<file path="config.mk">
export PLATFORM = sky130hd
export DESIGN_NAME = backscatter_fsk_mod
export DESIGN_NICKNAME = d
export VERILOG_FILES = /design/src/rtl/backscatter_fsk_mod.sv
export SDC_FILE = /design/constraint.sdc
export NUM_CORES = 1
export LEC_CHECK = 0
export CORE_MARGIN = 1.5
export CORE_UTILIZATION = 55
export CTS_CLUSTER_DIAMETER = 120
export CTS_CLUSTER_SIZE = 24
export DETAILED_ROUTE_END_ITERATION = 12
export PLACE_DENSITY = 0.8
export SLEW_MARGIN = 20
export SYNTH_ARGS = -nofsm -noshare
export SYNTH_HDL_FRONTEND = slang
export SYNTH_SLANG_ARGS = --single-unit
</file>
<file path="constraint.sdc">
create_clock -name clk -period 4.4 [get_ports clk]
set_input_delay 1.1 -clock clk [delete_from_list [all_inputs] [get_ports clk]]
set_output_delay 1.1 -clock clk [all_outputs]
set_load 0.01 [all_outputs]
</file>
<file path="src/rtl/backscatter_fsk_mod.sv">
// backscatter_fsk_mod
// Single-clock FSK backscatter modulator. Each symbol picks a subcarrier
// half-period (div0 for '0', div1 for '1'). The subcarrier steps a one-hot
// pattern across NUM_CH antenna-load switches and drives the clkp reference.
// A frame starts on the start pulse or on a debounced press of key0.
//
// Build option: define BSC_PREAMBLE_EN to send PRE_LEN bits of PREAMBLE
// (MSB first) ahead of the payload. Without it, the first payload bit goes
// out on the cycle after the trigger.
//
// state  | meaning
// -------+-----------------------------------------------------------
// S_IDLE | outputs quiet, waiting for start or a key press
// S_PRE  | sending preamble symbols (BSC_PREAMBLE_EN builds only)
// S_DATA | sending payload symbols, MSB first
// S_DONE | one-cycle frame-end pulse; triggers here are dropped

module backscatter_fsk_mod #(
   parameter int unsigned        NUM_CH     = 4,
   parameter int unsigned        DIV_W      = 16,
   parameter int unsigned        FRAME_BITS = 32,
   parameter int unsigned        BIT_CYC    = 1200,
   parameter int unsigned        PRE_LEN    = 8,
   parameter logic [PRE_LEN-1:0] PREAMBLE   = 8'hA5,
   parameter int unsigned        DB_CYC     = 240000
) (
   input  logic                  clk,
   input  logic                  rst,
   input  logic [DIV_W-1:0]      div0,
   input  logic [DIV_W-1:0]      div1,
   input  logic [FRAME_BITS-1:0] payload,
   input  logic                  start,
   input  logic                  key0,
   output logic                  busy,
   output logic                  done,
   output logic [NUM_CH-1:0]     ctrl,
   output logic                  clkp,
   output logic                  led0
);

`ifdef BSC_PREAMBLE_EN
   localparam int unsigned N_SYM = PRE_LEN + FRAME_BITS;
`else
   localparam int unsigned N_SYM = FRAME_BITS;
`endif

   localparam int unsigned SC_W = (BIT_CYC > 1) ? $clog2(BIT_CYC) : 1;
   localparam int unsigned BL_W = (N_SYM > 1)   ? $clog2(N_SYM)   : 1;
   localparam int unsigned DB_W = (DB_CYC > 1)  ? $clog2(DB_CYC)  : 1;

   localparam logic [SC_W-1:0]   SC_LOAD = SC_W'(BIT_CYC - 1);
   localparam logic [BL_W-1:0]   BL_LOAD = BL_W'(N_SYM - 1);
   localparam logic [DB_W-1:0]   DB_TC   = DB_W'(DB_CYC - 1);
   localparam logic [NUM_CH-1:0] CH0     = NUM_CH'(1);
`ifdef BSC_PREAMBLE_EN
   // symbols still to go after the last preamble symbol equals FRAME_BITS
   localparam logic [BL_W-1:0]   BL_PRE_END = BL_W'(FRAME_BITS);
`endif

   if (NUM_CH < 2 || BIT_CYC < 2 || DB_CYC < 1 || PRE_LEN < 1 ||
       $bits(PREAMBLE) != PRE_LEN) begin : g_bad_params
      $error("backscatter_fsk_mod: illegal parameter set");
   end

`ifdef BSC_PREAMBLE_EN
   typedef enum logic [1:0] {
      S_IDLE = 2'd0,
      S_PRE  = 2'd1,
      S_DATA = 2'd2,
      S_DONE = 2'd3
   } state_t;
`else
   typedef enum logic [1:0] {
      S_IDLE = 2'd0,
      S_DATA = 2'd2,
      S_DONE = 2'd3
   } state_t;
`endif

   state_t state, state_nx;

   // key debounce path
   logic             key_s1, key_s2;
   logic             key_st, key_st_d;
   logic [DB_W-1:0]  db_cnt;
   logic             press;
   logic             trig;

   // frame datapath
   logic [N_SYM-1:0]  sr;
   logic [N_SYM-1:0]  sr_shift;
   logic [N_SYM-1:0]  load_vec;
   logic [BL_W-1:0]   bits_left;
   logic [SC_W-1:0]   sym_cnt;
   logic [DIV_W-1:0]  div_cur;
   logic [DIV_W-1:0]  hc;
   logic              clkp_r;
   logic [NUM_CH-1:0] ctrl_r;
   logic              led0_r;

   logic              busy_st;
   logic              frame_go;
   logic              sym_end;
   logic              half_tc;

   // half-period for a symbol value; a programmed 0 would stall the subcarrier, so it runs as 1
   function automatic logic [DIV_W-1:0] half_of(input logic b,
                                                input logic [DIV_W-1:0] d0,
                                                input logic [DIV_W-1:0] d1);
      logic [DIV_W-1:0] d;
      d = b ? d1 : d0;
      if (d == '0) d = DIV_W'(1);
      return d;
   endfunction

`ifdef BSC_PREAMBLE_EN
   assign load_vec = {PREAMBLE, payload};
   assign busy_st  = (state == S_PRE) || (state == S_DATA);
`else
   assign load_vec = payload;
   assign busy_st  = (state == S_DATA);
`endif

   assign sr_shift = sr << 1;
   assign press    = key_st_d & ~key_st;
   assign trig     = start | press;
   assign frame_go = (state == S_IDLE) && trig;
   assign sym_end  = (sym_cnt == '0);
   assign half_tc  = (hc >= (div_cur - DIV_W'(1)));

   assign busy = busy_st;
   assign done = (state == S_DONE);
   assign ctrl = busy_st ? ctrl_r : '0;
   assign clkp = busy_st & clkp_r;
   assign led0 = led0_r;

   // key0: 2-FF synchroniser, then the stable level moves only after DB_CYC differing cycles
   always_ff @(posedge clk) begin
      if (rst) begin
         key_s1   <= 1'b1;
         key_s2   <= 1'b1;
         key_st   <= 1'b1;
         key_st_d <= 1'b1;
         db_cnt   <= '0;
      end else begin
         key_s1   <= key0;
         key_s2   <= key_s1;
         key_st_d <= key_st;
         if (key_s2 == key_st) begin
            db_cnt <= '0;
         end else if (db_cnt == DB_TC) begin
            key_st <= key_s2;
            db_cnt <= '0;
         end else begin
            db_cnt <= db_cnt + DB_W'(1);
         end
      end
   end

   // state register
   always_ff @(posedge clk) begin
      if (rst) state <= S_IDLE;
      else     state <= state_nx;
   end

   // next-state logic; triggers outside IDLE are simply not looked at
   always_comb begin
      state_nx = state;
      case (state)
         S_IDLE: begin
            if (trig) begin
`ifdef BSC_PREAMBLE_EN
               state_nx = S_PRE;
`else
               state_nx = S_DATA;
`endif
            end
         end
`ifdef BSC_PREAMBLE_EN
         S_PRE: begin
            if (sym_end && (bits_left == BL_PRE_END)) state_nx = S_DATA;
         end
`endif
         S_DATA: begin
            if (sym_end && (bits_left == '0)) state_nx = S_DONE;
         end
         S_DONE: state_nx = S_IDLE;
         default: state_nx = S_IDLE;
      endcase
   end

   // symbol timing, subcarrier phase and switch rotation; phase carries across symbol edges
   always_ff @(posedge clk) begin
      if (rst) begin
         sr        <= '0;
         bits_left <= '0;
         sym_cnt   <= '0;
         div_cur   <= '0;
         hc        <= '0;
         clkp_r    <= 1'b0;
         ctrl_r    <= '0;
      end else if (frame_go) begin
         sr        <= load_vec;
         bits_left <= BL_LOAD;
         sym_cnt   <= SC_LOAD;
         div_cur   <= half_of(load_vec[N_SYM-1], div0, div1);
         hc        <= '0;
         clkp_r    <= 1'b1;
         ctrl_r    <= CH0;
      end else if (busy_st) begin
         if (half_tc) begin
            hc     <= '0;
            clkp_r <= ~clkp_r;
            ctrl_r <= {ctrl_r[NUM_CH-2:0], ctrl_r[NUM_CH-1]};
         end else begin
            hc <= hc + DIV_W'(1);
         end
         if (sym_end) begin
            sym_cnt <= SC_LOAD;
            sr      <= sr_shift;
            div_cur <= half_of(sr_shift[N_SYM-1], div0, div1);
            if (bits_left != '0) bits_left <= bits_left - BL_W'(1);
         end else begin
            sym_cnt <= sym_cnt - SC_W'(1);
         end
      end
   end

   // frame-complete indicator flips as the FSM enters DONE; aborted frames never get here
   always_ff @(posedge clk) begin
      if (rst)                                      led0_r <= 1'b0;
      else if (state == S_DATA && state_nx == S_DONE) led0_r <= ~led0_r;
   end

endmodule
</file>
==> load_flow_metrics.sql, run 1 <==
INSERT INTO impl_metrics (metric_group, metric, value, unit) VALUES
('final_layout', 'most-common-layout-cells', '109 x sky130_fd_sc_hd__dfxtp_1, 80 x sky130_fd_sc_hd__nor2_1, 78 x sky130_fd_sc_hd__nand2_1', ''),
('clocking', 'cts_made_buffers', '9', ''),
('yosys', 'syn-instance-count', '666', ''),
('pwr', 'power.density', '325', 'nW/µm²'),
('global_route', 'overall_track_demand_over_capacity_in_global_routing', '0.245', ''),
('final_layout', 'utilization', '0.677', ''),
('worst_setup_path', 'critical-path-top-delay-family', 'simple AND/OR/NAND/NOR gates', ''),
('timing', 'worst_clock_skew', '0.0144', 'ns'),
('final_layout', 'antenna_cells_inserted', '0', ''),
('yosys', 'cell_area_after_synthesis', '5680', 'µm²'),
('die', 'die_area', '10900', 'µm²'),
('final_layout', 'layout_commonest_cell', 'sky130_fd_sc_hd__dfxtp_1', ''),
('global_route', 'grt_overflow_total', '0', ''),
('placed_design', 'place.port_buffers', '75', ''),
('final_layout', 'fin_cells', '861', ''),
('timing', 'timing_hold_violations_final', '0', ''),
('clocking', 'ctsResizeCount', '0', ''),
('placed_design', 'dpl.cell_count', '845', ''),
('pwr', 'sw_frac_of_total', '0.295', ''),
('die', 'y_dimension_of_the_die', '105', 'µm'),
('timing', 'slew-limit-headroom', '0.430', ''),
('yosys', 'synth_cell_types', '57', ''),
('global_route', 'number_of_global_route_vias_before_repair', '4918', ''),
('hold_path', 'hp-class', 'register to register', ''),
('worst_setup_path', 'timing.critical_path.arrival', '3.76', 'ns'),
('clocking', 'cts_hold_buf', '0', ''),
('pwr', 'seq_power_share', '0.503', ''),
('yosys', 'ys_async_sr_fraction', '0', ''),
('worst_setup_path', 'required', '4.72', 'ns'),
('routing', 'drt.antenna.violating_nets', '0', ''),
('routing', 'vias_per_cell', '5.85', ''),
('worst_setup_path', 'cp_max_fo', '20', ''),
('routing', 'wl_per_cell', '15.4', 'µm'),
('yosys', 'synth_edf_count', '0', ''),
('timing', 'grt_setup_unrepaired', 'no', ''),
('yosys', 'ys_ff_latch', '109', ''),
('timing', 'fin_crit_sh', '0.781', ''),
('global_route', 'grt_first_pass_wirelength', '22300', 'µm'),
('worst_setup_path', 'worst_setup_path_end_kind', 'register', ''),
('clocking', 'h-tree-depth', '3', ''),
('routing', 'drtPass1Iterations', '5', ''),
('run_status', 'run_status', 'completed', ''),
('clocking', 'cts_setup_buffers', '0', ''),
('final_layout', 'syn2layout_area_growth', '18.2', '%'),
('pwr', 'p_switching', '643', 'µW'),
('timing', 'timing.final.max_slew_violations', '0', ''),
('yosys', 'synthFlopType', 'sky130_fd_sc_hd__dfxtp_1', ''),
('yosys', 'syn_area_per_cell', '8.52', 'µm²'),
('die', 'rows', '36', ''),
('routing', 'vias_after_detailed_routing', '5033', ''),
('pwr', 'irDropWorstVdd', '0.220', 'mV'),
('pwr', 'power.internal', '1540', 'µW'),
('clocking', 'clock_latency_on_the_worst_skew_pair', '0.38', 'ns'),
('timing', 'setup_total_negative_slack', '0', 'ns'),
('placed_design', 'globalplace.congestion', '0.902', ''),
('pwr', 'leakage', '0.00237', 'µW'),
('worst_setup_path', 'max_stage_delay', '0.39', 'ns'),
('routing', 'drt_iter0_markers', '170', ''),
('worst_setup_path', 'timing.critical_path.buf_inv', '2', ''),
('timing', 'worst_pin_slew', '0.844', 'ns'),
('final_layout', 'final_nets', '812', ''),
('worst_setup_path', 'path_common_cell', 'sky130_fd_sc_hd__ha_1', ''),
('yosys', 'total_nets_after_synthesis', '755', ''),
('placed_design', 'hpwl', '9450', 'µm'),
('clocking', 'tritoncts', 'yes', ''),
('clocking', 'clock-root-buffer', 'sky130_fd_sc_hd__clkbuf_8', ''),
('job', 'cap_violations', '0', ''),
('routing', 'route.detailed.drc', '0', ''),
('pwr', 'pwr-share-comb', '0.196', ''),
('yosys', 'portion_of_the_post_synthesis_area_used_by_sequential_elements', '0.384', ''),
('clocking', 'cts_num_sinks', '109', '');
## final cells by class
| class | count | area (µm²) |
|---|---|---|
| Timing Repair Buffer | 83 | 806 |
| Clock buffer | 10 | 138 |
| Multi-Input combinational cell | 506 | 3290 |
| Fill cell | 812 | 3200 |
| Sequential cell | 109 | 2180 |
| Inverter | 14 | 52.6 |
| Tap cell | 133 | 166 |
| Clock inverter | 6 | 76.3 |
## power by group through the flow
stage	sequential, µW	combinational (µW)	clock (µW)
2_1_floorplan	1100	294	0
3_3_place_gp	1120	407	0
3_5_place_dp	1120	423	0
4_1_cts	1100	426	667
5_1_grt	1110	474	706
6_report	1100	427	658
## registers in the layout (all words and copies together), names as in the netlist
name and count:
sym_cnt 11, sr 31, key_s1 1, key_st_d 1, div_cur 16, bits_left 5
key_st 1, state 2, clkp_r 1, led0 1, key_s2 1, hc 16
db_cnt 18, ctrl_r 4
## final timing paths
kind | cells past startpoint | end | slack, ns | start
setup / recovery | 14 | clkp_r$_SDFFE_PP0P_ | 0.96 | div_cur[0]$_SDFFE_PP0P_
hold / removal | 1 | key_s2$_SDFF_PP1_ | 0.42 | key_s1$_SDFF_PP1_
setup reg to reg | 14 | clkp_r$_SDFFE_PP0P_ | 0.96 | div_cur[0]$_SDFFE_PP0P_
hold reg to reg | 1 | key_s2$_SDFF_PP1_ | 0.42 | key_s1$_SDFF_PP1_
## synthesized netlist by cell type (7+ instances only)
library cell	n	area (µm²)
sky130_fd_sc_hd__dfxtp_1	109	2180
sky130_fd_sc_hd__and2_1	7	43.8
sky130_fd_sc_hd__nand3_1	15	75.1
sky130_fd_sc_hd__buf_2	14	70.1
sky130_fd_sc_hd__nor2b_1	9	56.3
sky130_fd_sc_hd__mux2i_1	8	80.1
sky130_fd_sc_hd__ha_1	21	263
sky130_fd_sc_hd__o21ai_0	13	65.1
sky130_fd_sc_hd__nor4_1	12	75.1
sky130_fd_sc_hd__o221ai_1	13	114
sky130_fd_sc_hd__a22oi_1	11	82.6
sky130_fd_sc_hd__xnor2_1	27	236
sky130_fd_sc_hd__nand2_1	78	293
sky130_fd_sc_hd__and3_1	8	50.1
sky130_fd_sc_hd__inv_1	14	52.6
sky130_fd_sc_hd__a311oi_1	18	158
sky130_fd_sc_hd__a211oi_1	15	113
sky130_fd_sc_hd__nor2_1	81	304
sky130_fd_sc_hd__xor2_1	29	254
sky130_fd_sc_hd__nand4_1	11	68.8
sky130_fd_sc_hd__clkbuf_1	20	75.1
sky130_fd_sc_hd__mux2_2	21	236
sky130_fd_sc_hd__a21oi_1	28	140
sky130_fd_sc_hd__nor3_1	36	180
## per-layer routing
layer | GRT usage | up-vias | routed length [µm]
li1 | - | 2487 | -
met1 | 0.305 | 2396 | 5980
met2 | 0.428 | 129 | 6550
met3 | 0.0493 | 21 | 611
met4 | 0.0734 | 0 | 161
met5 | 0 | - | 0
## kinds of logic after synthesis
logic type,synth area share
simple gates,0.241
mux,0.0558
compound gates,0.148
xor+xnor,0.0864
flops,0.384
buf+inv,0.0381
fa+ha+maj,0.0463
## stage by stage
step | power, µW | setup slack [ns] | instance area, µm²
3_5_place_dp | 1540 | 0.958 | 6490
6_report | 2180 | 0.964 | 6710
2_1_floorplan | 1390 | 1.33 | 5680
3_3_place_gp | 1520 | 1.15 | 6490
5_1_grt | 2280 | 0.692 | 6710
4_1_cts | 2190 | 0.950 | 6710
No activity file was read; power rests on OpenSTA's default activity.
==> run 2: changes to the inputs <==
clock period = 3.4 ns   (was 4.4 ns; I/O delays follow)
==> load_flow_metrics.sql, run 2 (same netlist as run 1, synthesis figures left out) <==
INSERT INTO impl_metrics (metric_group, metric, value, unit) VALUES
('routing', 'route.detailed.drc', '0', ''),
('placed_design', 'globalplace.congestion', '0.889', ''),
('timing', 'timing.final.max_slew_violations', '0', ''),
('timing', 'setup_total_negative_slack', '0', 'ns'),
('global_route', 'grt_max_degree', '58', ''),
('run_status', 'run_status', 'completed', ''),
('worst_setup_path', 'worst_setup_path_end_kind', 'register', ''),
('die', 'start_util', '0.573', ''),
('timing', 'slew-limit-headroom', '0.404', ''),
('pwr', 'leakage', '0.00240', 'µW'),
('final_layout', 'flip_flop_count_of_the_largest_register_all_copies_and_words_added', '31', ''),
('timing', 'timing.fmax', '0.311', 'GHz'),
('die', 'floorplan.io_pins', '76', ''),
('die', 'floorplan.die.width', '105', 'µm'),
('final_layout', 'final_nets', '818', ''),
('worst_setup_path', 'worst_path_cell_trace', 'or4_1, nor4_4, nand2_1, xor2_1, ha_1, nand4_1, nor4_2, a311oi_2, a21oi_2, buf_2, nor3_1', ''),
('routing', 'detail_route.wirelength', '13500', 'µm'),
('pwr', 'power.density', '415', 'nW/µm²'),
('pwr', 'irDropWorstVdd', '0.257', 'mV'),
('global_route', 'overall_track_demand_over_capacity_in_global_routing', '0.248', ''),
('routing', 'vias_after_detailed_routing', '5086', ''),
('clocking', 'h-tree-depth', '3', ''),
('worst_setup_path', 'timing.critical_path.arrival', '3.45', 'ns'),
('worst_setup_path', 'setup_slack_of_the_most_critical_reg_to_reg_path', '0.19', 'ns'),
('pwr', 'totalPowerFinal', '2820', 'µW'),
('routing', 'wl_per_cell', '15.6', 'µm'),
('final_layout', 'antenna_cells_inserted', '0', ''),
('hold_path', 'hp-start', 'key_s1$_SDFF_PP1_', ''),
('final_layout', 'largest_registers', 'sr (31), db_cnt (18)', ''),
('final_layout', 'largest-register', 'sr', ''),
('die', 'fp.coreArea', '9910', 'µm²'),
('clocking', 'bufs_on_longest_clock_path', '2', ''),
('worst_setup_path', 'timing_endpoint_of_the_critical_path', 'hc[11]$_SDFFE_PP0P_', ''),
('worst_setup_path', 'critPathLaunch', 'div_cur[0]$_SDFFE_PP0P_', ''),
('die', 'die_area', '10900', 'µm²'),
('die', 'rows', '36', ''),
('final_layout', 'drive_gt1_frac', '0.105', ''),
('clocking', 'cts_hold_buf', '0', ''),
('clocking', 'tritoncts', 'yes', ''),
('routing', 'drt_iter0_markers', '230', ''),
('die', 'y_dimension_of_the_die', '105', 'µm'),
('routing', 'vias_per_cell', '5.87', ''),
('clocking', 'clock-root-buffer', 'sky130_fd_sc_hd__clkbuf_8', ''),
('final_layout', 'layout_commonest_cell', 'sky130_fd_sc_hd__dfxtp_1', ''),
('worst_setup_path', 'endpoint_of_the_most_critical_register_to_register_path', 'hc[11]$_SDFFE_PP0P_', ''),
('routing', 'drtPass1Iterations', '6', ''),
('worst_setup_path', 'timing.setup.critical_path_class', 'register to register', ''),
('global_route', 'grt_first_pass_wirelength', '22500', 'µm'),
('clocking', 'worst_setup_hold_path_clk_slew', '0.10', 'ns'),
('worst_setup_path', 'cp_max_fo', '5', ''),
('timing', 'fin_crit_sh', '0.944', ''),
('worst_setup_path', 'max_stage_delay', '0.60', 'ns'),
('global_route', 'number_of_global_route_vias_before_repair', '4876', ''),
('placed_design', 'place.port_buffers', '75', ''),
('global_route', 'grt_overflow_total', '0', ''),
('worst_setup_path', 'timing.rr.start', 'div_cur[0]$_SDFFE_PP0P_', ''),
('placed_design', 'hpwl', '9550', 'µm'),
('timing', 'worst_pin_slew', '0.882', 'ns'),
('global_route', 'antenna_violations_before_repair', '0', ''),
('worst_setup_path', 'critical_path.startpoint_type', 'register', ''),
('timing', 'timing_hold_violations_final', '0', ''),
('timing', 'final-setup-viol-count', '0', ''),
('job', 'cap_violations', '0', ''),
('clocking', 'cts_made_buffers', '9', ''),
('clocking', 'cts_num_sinks', '109', ''),
('worst_setup_path', 'required', '3.64', 'ns'),
('final_layout', 'utilization', '0.684', ''),
('timing', 'worst_clock_skew', '0.0122', 'ns'),
('final_layout', 'most-common-layout-cells', '108 x sky130_fd_sc_hd__dfxtp_1, 80 x sky130_fd_sc_hd__nor2_1, 78 x sky130_fd_sc_hd__nand2_1', ''),
('clocking', 'clock_latency_on_the_worst_skew_pair', '0.37', 'ns'),
('final_layout', 'syn2layout_area_growth', '19.5', '%'),
('worst_setup_path', 'r2r_cell_count', '11', ''),
('hold_path', 'hp-class', 'register to register', ''),
('timing', 'hold_slack', '0.417', 'ns'),
('worst_setup_path', 'crit_path_top_delay_cell', 'sky130_fd_sc_hd__or4_1', ''),
('timing', 'period_minus_slack', '3.21', 'ns'),
('routing', 'drt.antenna.violating_nets', '0', '');
-- run 2: worst min-delay path by stage --
stage	slack [ns]	cells past startpoint	end
after detailed placement	0.39	1	key_s2$_SDFF_PP1_
after global placement	0.39	1	key_s2$_SDFF_PP1_
after CTS	0.42	1	key_s2$_SDFF_PP1_
final	0.42	1	key_s2$_SDFF_PP1_
after global routing	0.43	1	key_s2$_SDFF_PP1_
after floorplan	0.39	1	key_s2$_SDFF_PP1_
-- run 2: per-layer routing --
| metal | vias to the layer above | part of all wire | global-route usage |
|---|---|---|---|
| li1 | 2504 | - | - |
| met1 | 2400 | 0.45 | 0.313 |
| met2 | 159 | 0.49 | 0.430 |
| met3 | 23 | 0.052 | 0.0437 |
| met4 | 0 | 0.016 | 0.0734 |
| met5 | - | 0 | 0 |
-- run 2: critical path, delay by kind of cell (launching register included) --
family          cells  cell delay (ns)
flops               1             0.35
fa+ha+maj           1             0.31
simple gates        6             1.60
buf+inv             1             0.23
compound gates      2             0.43
xor+xnor            1             0.16
-- run 2: per-stage QoR --
step	worst slack, ns	area (µm²)	std cells
final	0.189	6780	867
after global routing	-0.0213	6780	867
after CTS	0.0455	6730	864
after detailed placement	-0.0527	6520	848
after global placement	0.175	6520	848
after floorplan	0.329	5680	666
-- run 2: layout make-up --
type / instances / area, µm²
clock buffers: 9 / 124
clock inverters: 7 / 81.3
fillers: 842 / 3130
inverters: 14 / 52.6
multi-input cells: 506 / 3320
flip-flops and latches: 109 / 2180
well taps: 133 / 166
repair buffers: 89 / 852
-- run 2: power by group --
group	internal, µW	switching (µW)
Combinational	278	297
Clock	353	465
Sequential	1350	72.2
Total	1980	835
-- run 2: repair_timing --
action | CTS | global route
endpoints found under the hold margin | 0 | 0
setup buffers | 0 | 1
gates resized for setup | 2 | 8
pin swaps | 0 | 2
gates cloned | 0 | 2
setup endpoints to repair | 19 | 19
==> run 3: changes to the inputs <==
ABC_AREA = 1   (was unset)
CORE_UTILIZATION = 56   (was 55)
==> load_flow_metrics.sql, run 3 <==
INSERT INTO impl_metrics (metric_group, metric, value, unit) VALUES
('placed_design', 'globalplace.congestion', '0.852', ''),
('routing', 'route.detailed.drc', '0', ''),
('yosys', 'synth_area_leader', 'sky130_fd_sc_hd__dfxtp_1', ''),
('pwr', 'totalPowerFinal', '3140', 'µW'),
('die', 'die_area', '11500', 'µm²'),
('final_layout', 'drive_gt1_frac', '0.0745', ''),
('final_layout', 'layout_commonest_cell', 'sky130_fd_sc_hd__nand2_1', ''),
('clocking', 'ctsResizeCount', '0', ''),
('timing', 'setup_total_negative_slack', '0', 'ns'),
('routing', 'drt_iter0_markers', '300', ''),
('yosys', 'synth_cell_types', '43', ''),
('yosys', 'synth_top_cells_by_area', 'sky130_fd_sc_hd__dfxtp_1 36%, sky130_fd_sc_hd__nand2_1 12%, sky130_fd_sc_hd__nor2_1 6.8%', ''),
('hold_path', 'hp-class', 'register to register', ''),
('global_route', 'grt_overflow_total', '0', ''),
('global_route', 'grt_max_degree', '54', ''),
('timing', 'worst_pin_slew', '0.486', 'ns'),
('yosys', 'syn_area_per_cell', '6.95', 'µm²'),
('worst_setup_path', 'timing.critical_path.arrival', '3.28', 'ns'),
('yosys', 'warnings_from_yosys', '0', ''),
('clocking', 'cts_made_buffers', '9', ''),
('yosys', 'synth.top_cell.area_share', '0.360', ''),
('worst_setup_path', 'timing.setup.critical_path_class', 'register to register', ''),
('timing', 'period_minus_slack', '2.99', 'ns'),
('clocking', 'cts_hold_buf', '0', ''),
('clocking', 'worst_setup_hold_path_clk_slew', '0.10', 'ns'),
('timing', 'timing.final.max_slew_violations', '0', ''),
('worst_setup_path', 'worst_path_cell_trace', 'or2_1, nor2_2, nand3b_2, nor3_4, nand2_2, nor2_1, xnor2_1, ha_1, a21oi_1, o21ai_0, nor2_1, nand2_1, nand2_1, nand2_2, o21ai_0', ''),
('timing', 'timing.fmax', '0.335', 'GHz'),
('yosys', 'portion_of_the_post_synthesis_area_used_by_sequential_elements', '0.360', ''),
('timing', 'grt_setup_unrepaired', 'no', ''),
('clocking', 'clock_latency_on_the_worst_skew_pair', '0.37', 'ns'),
('worst_setup_path', 'worst_setup_path_end_kind', 'register', ''),
('die', 'fp.coreArea', '10400', 'µm²'),
('job', 'cap_violations', '0', ''),
('die', 'floorplan.io_pins', '76', ''),
('placed_design', 'hpwl', '9360', 'µm'),
('die', 'floorplan.die.width', '107', 'µm'),
('die', 'start_util', '0.582', ''),
('final_layout', 'antenna_cells_inserted', '0', ''),
('global_route', 'antenna_violations_before_repair', '0', ''),
('timing', 'final-setup-viol-count', '0', ''),
('global_route', 'grt_first_pass_wirelength', '23100', 'µm'),
('yosys', 'synthFlopType', 'sky130_fd_sc_hd__dfxtp_1', ''),
('yosys', 'cell_area_after_synthesis', '6070', 'µm²'),
('pwr', 'leakage', '0.00299', 'µW'),
('yosys', 'ys_ff_latch', '109', ''),
('clocking', 'cts_num_sinks', '109', ''),
('placed_design', 'place.port_buffers', '75', ''),
('final_layout', 'largest-register', 'sr', ''),
('final_layout', 'flip_flop_count_of_the_largest_register_all_copies_and_words_added', '31', ''),
('clocking', 'cts_setup_buffers', '0', ''),
('worst_setup_path', 'required', '3.69', 'ns'),
('global_route', 'number_of_global_route_vias_before_repair', '5203', ''),
('yosys', 'most_frequent_cell_after_synthesis', 'sky130_fd_sc_hd__nand2_1', ''),
('final_layout', 'fin_cells', '1076', ''),
('final_layout', 'syn2layout_area_growth', '17.0', '%'),
('placed_design', 'dpl.cell_count', '1060', ''),
('routing', 'drtPass1Iterations', '7', ''),
('final_layout', 'fillCellCount', '947', ''),
('final_layout', 'most-common-layout-cells', '198 x sky130_fd_sc_hd__nand2_1, 110 x sky130_fd_sc_hd__nor2_1, 109 x sky130_fd_sc_hd__dfxtp_1', ''),
('final_layout', 'utilization', '0.682', ''),
('clocking', 'clock-root-buffer', 'sky130_fd_sc_hd__clkbuf_8', ''),
('yosys', 'ys_top_cells_by_count', '198 x sky130_fd_sc_hd__nand2_1, 110 x sky130_fd_sc_hd__nor2_1, 109 x sky130_fd_sc_hd__dfxtp_1, 105 x sky130_fd_sc_hd__inv_1, 65 x sky130_fd_sc_hd__o21ai_0', ''),
('timing', 'fin_crit_sh', '0.879', ''),
('yosys', 'syn-instance-count', '873', ''),
('yosys', 'synth_edf_count', '0', ''),
('pwr', 'power.density', '442', 'nW/µm²'),
('routing', 'drt.antenna.violating_nets', '0', ''),
('timing', 'slew-limit-headroom', '0.676', ''),
('routing', 'vias_per_cell', '5.21', ''),
('yosys', 'total_nets_after_synthesis', '962', ''),
('worst_setup_path', 'crit_path_top_delay_cell', 'sky130_fd_sc_hd__dfxtp_1', ''),
('run_status', 'run_status', 'completed', ''),
('timing', 'timing_hold_violations_final', '0', ''),
('clocking', 'h-tree-depth', '3', ''),
('clocking', 'bufs_on_longest_clock_path', '2', ''),
('worst_setup_path', 'cp_max_fo', '19', ''),
('final_layout', 'largest_registers', 'sr (31), db_cnt (18)', ''),
('routing', 'vias_after_detailed_routing', '5608', ''),
('yosys', 'ys_async_sr_fraction', '0', ''),
('clocking', 'tritoncts', 'yes', ''),
('die', 'y_dimension_of_the_die', '107', 'µm'),
('routing', 'detail_route.wirelength', '13000', 'µm'),
('pwr', 'irDropWorstVdd', '0.327', 'mV'),
('worst_setup_path', 'critical_path.startpoint_type', 'register', ''),
('timing', 'worst_clock_skew', '0.00904', 'ns'),
('global_route', 'overall_track_demand_over_capacity_in_global_routing', '0.243', ''),
('die', 'rows', '37', ''),
('routing', 'wl_per_cell', '12.1', 'µm'),
('worst_setup_path', 'max_stage_delay', '0.35', 'ns'),
('final_layout', 'final_nets', '1024', '');
## run 3: cell count changes in the layout (fill, tap and decap cells not counted), sizes merged, moves of 15 or more
cell / previous run / this run
nor2: 81 / 116
a21oi: 28 / 61
inv: 17 / 111
o21ai: 15 / 73
xnor2: 27 / 9
mux2: 21 / 0
nand3: 15 / 30
a311oi: 19 / 0
nand2: 79 / 205
## run 3: area by class of cell
| type | count | area [µm²] | area share |
|---|---|---|---|
| multi-input cells | 620 | 3280 | 0.461 |
| flip-flops and latches | 109 | 2180 | 0.307 |
| repair buffers | 84 | 818 | 0.115 |
| inverters | 111 | 422 | 0.0594 |
| well taps | 136 | 170 | 0.0240 |
| clock buffers | 10 | 138 | 0.0194 |
| clock inverters | 6 | 93.8 | 0.0132 |
## run 3: kinds of logic (layout without fill, tap and decap cells)
group           Yosys count  count (layout)  synth area share
simple gates            397             397             0.280
compound gates          173             173             0.175
buf+inv                 144             211             0.100
flops                   109             109             0.360
xor+xnor                 29              29            0.0419
fa+ha+maj                21              21            0.0433
## run 3: final timing paths
check	slack, ns	cells past startpoint	end	from
hold / removal	0.43	1	key_s2$_SDFF_PP1_	key_s1$_SDFF_PP1_
hold reg to reg	0.43	1	key_s2$_SDFF_PP1_	key_s1$_SDFF_PP1_
setup reg to reg	0.41	15	ctrl_r[2]$_SDFFE_PP0P_	div_cur[2]$_SDFFE_PP0P_
setup / recovery	0.41	15	ctrl_r[2]$_SDFFE_PP0P_	div_cur[2]$_SDFFE_PP0P_
## run 3: critical path, delay by kind of cell (launching register included)
kind / cells / cell delay (ns)
AOI/OAI and AO/OA: 3 / 0.49
xor gates and xnor gates: 1 / 0.16
adders and majority gates: 1 / 0.28
DFF: 1 / 0.35
and+or+nand+nor: 10 / 1.61
## run 3: per-stage QoR
step	setup WS (ns)	hold WS [ns]	cell area, µm²
finish	0.413	0.431	7100
global route	0.171	0.445	7100
CTS	0.398	0.437	7100
detailed placement	0.394	0.412	6870
global placement	0.591	0.393	6870
floorplan	0.877	0.389	6070
## run 3: where the power goes
part / switching, µW / internal, µW / total (µW) / leakage [µW]
combinational: 468 / 320 / 788 / 0.00197
clock: 454 / 443 / 897 / 0.000119
sequential: 74.2 / 1380 / 1450 / 0.000895
## run 3: per-layer routing
layer	GRT usage	vias up	share of wire
met5	0	-	0
met4	0.0467	0	0.0073
met3	0.0480	7	0.052
met2	0.409	141	0.45
met1	0.325	2508	0.49
li1	-	2952	-
